===== config.mk =====
export PLATFORM = sky130hd
export DESIGN_NAME = tt_sweep_flat
export DESIGN_NICKNAME = d
export VERILOG_FILES = /design/src/rtl/tt_sweep_pkg.sv /design/src/rtl/tt_sweep_if.sv /design/src/rtl/tt_hold_timer.sv /design/src/rtl/tt_sweep.sv /design/src/flat_wrapper.sv
export SDC_FILE = /design/constraint.sdc
export NUM_CORES = 1
export LEC_CHECK = 0
export CORE_MARGIN = 10
export CORE_UTILIZATION = 52
export DETAILED_ROUTE_END_ITERATION = 8
export HOLD_SLACK_MARGIN = 0.05
export PLACE_DENSITY = 0.81
export SLEW_MARGIN = 15
export SYNTH_ARGS = -nofsm -noshare
export SYNTH_HDL_FRONTEND = slang
export SYNTH_SLANG_ARGS = --single-unit

===== constraint.sdc =====
create_clock -name clk -period 3.9 [get_ports clk]
set_clock_uncertainty 0.15 [all_clocks]
set_input_delay 0.78 -clock clk [delete_from_list [all_inputs] [get_ports clk]]
set_output_delay 0.78 -clock clk [all_outputs]
set_load 0.02 [all_outputs]

===== src/rtl/tt_sweep_pkg.sv =====
// tt_sweep_pkg: shared types and helpers for the truth-table sweeper.
//   st_t   : sweeper FSM states
//   cnt_w  : hold-counter width for a given HOLD (never below 1 bit)
package tt_sweep_pkg;

  typedef enum logic [1:0] {
    IDLE  = 2'd0,
    DRIVE = 2'd1,
    DONE  = 2'd2
  } st_t;

  function automatic int cnt_w(input int hold);
    return (hold <= 1) ? 1 : $clog2(hold);
  endfunction

endpackage


===== src/rtl/tt_sweep_if.sv =====
// tt_sweep_if: control/status and DUT-facing signals of the sweeper.
//   slave  : the sweeper side (drives pattern and verdict)
//   master : the controller/DUT side (drives start, stop_on_fail, dut_y)
interface tt_sweep_if #(
  parameter int N_IN  = 3,
  parameter int N_OUT = 1
);
  logic              start;
  logic              stop_on_fail;
  logic [N_IN-1:0]   pattern;
  logic [N_OUT-1:0]  dut_y;
  logic              busy;
  logic              done;
  logic              pass;
  logic [N_IN:0]     err_count;
  logic [N_IN-1:0]   first_fail;

  modport slave (
    input  start, stop_on_fail, dut_y,
    output pattern, busy, done, pass, err_count, first_fail
  );

  modport master (
    output start, stop_on_fail, dut_y,
    input  pattern, busy, done, pass, err_count, first_fail
  );
endinterface


===== src/rtl/tt_hold_timer.sv =====
// tt_hold_timer: free-running 0..HOLD-1 counter while en is high.
//   clk, rst : clock, synchronous active-high reset
//   clr      : restart the count at 0 and drop last
//   en       : count enable
//   last     : registered pulse, high the cycle after the count hit HOLD-1
// Registering last gives every pattern a full HOLD cycles of settle time
// after the pattern register changes before the response is judged.
module tt_hold_timer
  import tt_sweep_pkg::*;
#(
  parameter int HOLD = 10,
  parameter int CW   = cnt_w(HOLD)
) (
  input  logic clk,
  input  logic rst,
  input  logic clr,
  input  logic en,
  output logic last
);

  localparam logic [CW-1:0] TOP = CW'(HOLD - 1);

  logic [CW-1:0] cnt;

  always_ff @(posedge clk) begin
    if (rst || clr) begin
      cnt  <= '0;
      last <= 1'b0;
    end else if (en) begin
      cnt  <= (cnt == TOP) ? '0 : cnt + 1'b1;
      last <= (cnt == TOP);
    end else begin
      last <= 1'b0;
    end
  end

endmodule


===== src/rtl/tt_sweep.sv =====
// tt_sweep: exhaustive truth-table sweeper for a small combinational DUT.
// Drives patterns 0..2^N_IN-1 ascending, HOLD cycles each, compares dut_y
// against EXPECT[pattern*N_OUT +: N_OUT] at the end of each hold and keeps
// a mismatch count, first failing index and a pass verdict.
//   clk, rst : clock, synchronous active-high reset
//   bus      : tt_sweep_if.slave (start, stop_on_fail, dut_y in;
//              pattern, busy, done, pass, err_count, first_fail out)
module tt_sweep
  import tt_sweep_pkg::*;
#(
  parameter int N_IN  = 3,
  parameter int N_OUT = 1,
  parameter int HOLD  = 10,
  parameter logic [(1<<N_IN)*N_OUT-1:0] EXPECT = '0
) (
  input  logic        clk,
  input  logic        rst,
  tt_sweep_if.slave   bus
);

  st_t              state, state_nxt;
  logic [N_IN-1:0]  pattern;
  logic [N_IN:0]    err_count;
  logic [N_IN-1:0]  first_fail;
  logic             pass;
  logic             sof;
  logic             last;
  logic             go, tick, mism, at_end, finish;
  logic [N_OUT-1:0] exp_y;

  // start is only honoured outside a sweep
  assign go     = bus.start && (state != DRIVE);
  // the timer's last pulse may linger one cycle into DONE when HOLD=1
  assign tick   = last && (state == DRIVE);
  assign exp_y  = EXPECT[int'(pattern)*N_OUT +: N_OUT];
  assign mism   = tick && (bus.dut_y != exp_y);
  assign at_end = (pattern == '1);
  assign finish = tick && ((mism && sof) || at_end);

  tt_hold_timer #(.HOLD(HOLD)) u_timer (
    .clk  (clk),
    .rst  (rst),
    .clr  (go),
    .en   (state == DRIVE),
    .last (last)
  );

  always_ff @(posedge clk) begin
    if (rst) state <= IDLE;
    else     state <= state_nxt;
  end

  always_comb begin
    state_nxt = state;
    case (state)
      IDLE, DONE: if (bus.start) state_nxt = DRIVE;
      DRIVE:      if (finish)    state_nxt = DONE;
      default:                   state_nxt = IDLE;
    endcase
  end

  always_ff @(posedge clk) begin
    if (rst) begin
      pattern    <= '0;
      err_count  <= '0;
      first_fail <= '0;
      pass       <= 1'b0;
      sof        <= 1'b0;
    end else if (go) begin
      pattern    <= '0;
      err_count  <= '0;
      first_fail <= '0;
      pass       <= 1'b0;
      sof        <= bus.stop_on_fail;
    end else if (tick) begin
      if (mism) begin
        err_count <= err_count + 1'b1;
        if (err_count == '0) first_fail <= pattern;
      end
      // the final vector stays on pattern so a failure can be inspected
      if (finish) pass    <= (err_count == '0) && !mism;
      else        pattern <= pattern + 1'b1;
    end
  end

  assign bus.pattern    = pattern;
  assign bus.busy       = (state == DRIVE);
  assign bus.done       = (state == DONE);
  assign bus.pass       = pass;
  assign bus.err_count  = err_count;
  assign bus.first_fail = first_fail;

endmodule


===== src/flat_wrapper.sv =====
// flat-port wrapper written by rule: the top's interface ports become plain ports
module tt_sweep_flat import tt_sweep_pkg::*;
#(
  parameter int N_IN  = 3,
  parameter int N_OUT = 1,
  parameter int HOLD  = 10,
  parameter logic [(1<<N_IN)*N_OUT-1:0] EXPECT = '0
)
  (clk, rst, bus_start, bus_stop_on_fail, bus_dut_y, bus_pattern, bus_busy, bus_done, bus_pass, bus_err_count, bus_first_fail);
  tt_sweep_if #(.N_IN(N_IN), .N_OUT(N_OUT)) bus_i ();
  input  logic clk;
  input  logic rst;
  input wire logic [$bits(bus_i.start)-1:0] bus_start;
  input wire logic [$bits(bus_i.stop_on_fail)-1:0] bus_stop_on_fail;
  input wire logic [$bits(bus_i.dut_y)-1:0] bus_dut_y;
  output wire logic [$bits(bus_i.pattern)-1:0] bus_pattern;
  output wire logic [$bits(bus_i.busy)-1:0] bus_busy;
  output wire logic [$bits(bus_i.done)-1:0] bus_done;
  output wire logic [$bits(bus_i.pass)-1:0] bus_pass;
  output wire logic [$bits(bus_i.err_count)-1:0] bus_err_count;
  output wire logic [$bits(bus_i.first_fail)-1:0] bus_first_fail;
  assign bus_i.start = bus_start;
  assign bus_i.stop_on_fail = bus_stop_on_fail;
  assign bus_i.dut_y = bus_dut_y;
  assign bus_pattern = bus_i.pattern;
  assign bus_busy = bus_i.busy;
  assign bus_done = bus_i.done;
  assign bus_pass = bus_i.pass;
  assign bus_err_count = bus_i.err_count;
  assign bus_first_fail = bus_i.first_fail;
  tt_sweep #(.N_IN(N_IN), .N_OUT(N_OUT), .HOLD(HOLD), .EXPECT(EXPECT)) u_core (.clk(clk), .rst(rst), .bus(bus_i));
endmodule

==> flow_summary.yaml <==
status:
  outcome: "completed"
place:
  hpwl_um: 1440
  pre_cts_slack_ps: 1540
  port_buffers: 17
  gp_congestion: 0.807
route:
  avgViaCountPerCell: 5.79
  first_iter_violations: 10
  routed_wl_um: 1890
  route.detailed.wl_per_inst_um: 14.2
  ant_nets: 0
  first_pass_iters: 4
  drc: 0
  vias: 770
power:
  total_power_mw: 0.321
  p_per_area_nw_per_um2: 301
  p_leak_nw: 0.365
  ir_worst_vdd_uv: 289
cts:
  ctsHoldBuffers: 0
  h-tree-depth: 1
  path_clk_slew_ps: 110
  clk_latency_ps: 290
  cts.repair.resized: 0
  clock_sinks: 19
  cts_tree: "built"
  cts_made_buffers: 3
  cts-root-buf: "clkbuf_4"
  postCtsSetupBuffers: 0
  clockBufferDepth: 2
floorplan:
  die_h_um: 60.8
  ios: 18
  coreArea_sq_um: 1540
  start_util_pct: 56.2
  die_area_sq_um: 3700
  row_count: 14
  die_x_um: 60.8
timing:
  setup_viol: 0
  relSlewSlack_pct: 68.8
  finalCriticalPeriod_ps: 2650
  rsz0062_at_grt: "no"
  tightest_slew_ps: 469
  finalCritPeriodShare_pct: 67.9
  hold_viol_final: 0
  whs_ps: 338
  setup_ws_ps: 1250
  fmax_mhz: 378
  report.final.slew_viol_count: 0
  tns_ps: 0
setup_path:
  cp_cell_sequence: "nand2b_1 > clkinv_1 > clkdlybuf4s50_1"
  worstSetupPathType: "flip-flop to primary output"
  slowest_stage: "clkdlybuf4s50_1"
  cpPeakStageDelay_ps: 610
  worstReg2RegEnd: "u_core.bus.pass"
  worst-r2r-setup-slack_ps: 2130
  cp_data_arrival_time_ps: 1720
  cp_top_family: "buffers and inverters"
  crit_fanout: 7
  r2r_cells: 5
  cp.buffers_inverters: 2
  worstSetupEndpointType: "primary output"
  cp.required_ps: 2970
  crit_path_start_kind: "flip-flop"
  reg2reg_from: "u_core.bus.err_count[0]"
finish:
  layout_commonest_cell: "dfxtp_1"
  mostFrequentLayoutCells: "dfxtp_1, clkdlybuf4s50_1, a21oi_1"
  area_delta_synth_final_pct: 23.3
  fill_cells: 137
  diodes: 0
  nets: 127
  final_layout_size_suffix_gt1_share_pct: 3.42
job:
  drv_cap: 0
synthesis:
  netlist_area_sq_um: 866
  synth_seq_area_share_pct: 43.9
  synth_nets: 107
  ys_warn_count: 0
  synth_cells: 98
  synth_area_per_cell_sq_um: 8.84
  ys_seq_elements: 19
  synth_cell_types: 26
global_routing:
  grt_max_degree: 16
  grt-ovfl-total: 0
  grt_pass1_wl_um: 3330
  grt_usage_pct: 11.4
  grt_pass1_vias: 784
  antenna_found_initial: 0
hold_path:
  hp-start: "u_core.bus.first_fail[0]"
  worstHoldEndpoint: "u_core.bus.first_fail[0]"
  min_path_type: "flip-flop to flip-flop"
  whs_path_depth: 2
==> synthesized netlist by cell type (all sizes together) <==
master  number  area, sq um
nand2b       2         12.5
inv          4         15.0
clkinv       1         3.75
xor2         1         8.76
nand2        4         15.0
buf          1         11.3
nor4b        1         8.76
nand3b       3         22.5
xnor2        2         17.5
a21o         2         15.0
nor3b        1         7.51
nand4        2         12.5
ha           4         50.1
and4b        1         10.0
nand3        6         30.0
nor2b        3         18.8
or4          1         7.51
a21oi       16         80.1
o2bb2a       1         10.0
nor2         3         11.3
nand4b       2         17.5
dfxtp       19          380
or3b         1         11.3
clkbuf       1         3.75
o21ai       12         60.1
or3          4         25.0
==> through the flow <==
stage,cells,utilization [%],area [sq um]
detailed placement,129,67.5,1040
floorplan,98,-,866
global placement,129,67.5,1040
CTS,133,69.2,1070
finish,133,69.2,1070
global route,133,69.2,1070
==> logic make-up after synthesis <==
logic type	Yosys count	share of synthesized area (%)
buffers and inverters	7	3.90
flip-flops	19	43.9
XOR/XNOR	3	3.04
AO/OA/AOI/OAI	31	19.1
adder cells (fa/ha/maj)	4	5.78
AND/OR/NAND/NOR	34	24.3
==> worst reg2reg max path: stages, from the launching register on <==
cell and delay, ps:
dfxtp_1 370, inv_1 80, ha_1 160, or3b_4 400
or4_1 400, a21oi_1 150
==> sequential cells by signal, indices dropped and copies added (netlist names) <==
name	count
u_core.bus.pattern	3
u_core.u_timer.last	1
u_core.bus.first_fail	3
u_core.sof	1
u_core.bus.pass	1
u_core.u_timer.cnt	4
u_core.bus.err_count	4
u_core.state	2
==> power by group <==
part	total [mW]	switching [mW]	internal (mW)
registers	0.200	0.00317	0.196
logic	0.0211	0.0122	0.00892
clock network	0.100	0.0603	0.0398
total	0.321	0.0757	0.245
==> worst max-delay path by stage <==
stage                                  startpoint                       to  slack (ps)  depth (start not counted)
after floorplan           u_core.bus.err_count[0]          u_core.bus.pass        2180                          5
after global placement                  bus_dut_y  u_core.bus.err_count[3]        1560                          4
after detailed placement                bus_dut_y  u_core.bus.err_count[3]        1540                          4
after CTS                         u_core.state[1]                 bus_busy        1260                          3
after global routing              u_core.state[1]                 bus_busy        1180                          3
final                             u_core.state[1]                 bus_busy        1250                          3
==> cell type report <==
cell class                 instances  area [sq um]  share of cell area (%)
tap                               16          20.0                    1.88
timing repair buffer              17           170                    15.9
clock buffer                       4          26.3                    2.46
inverter                           5          18.8                    1.76
multi-input combinational         72           452                    42.3
sequential                        19           380                    35.6
==> per-layer routing <==
metal  GRT usage, %  share of wire [%]
met5              0                  0
met4           4.39               0.90
met3           2.71                6.3
met2           21.0                 51
met1           12.2                 42
Power figures use the tool's default switching activity.
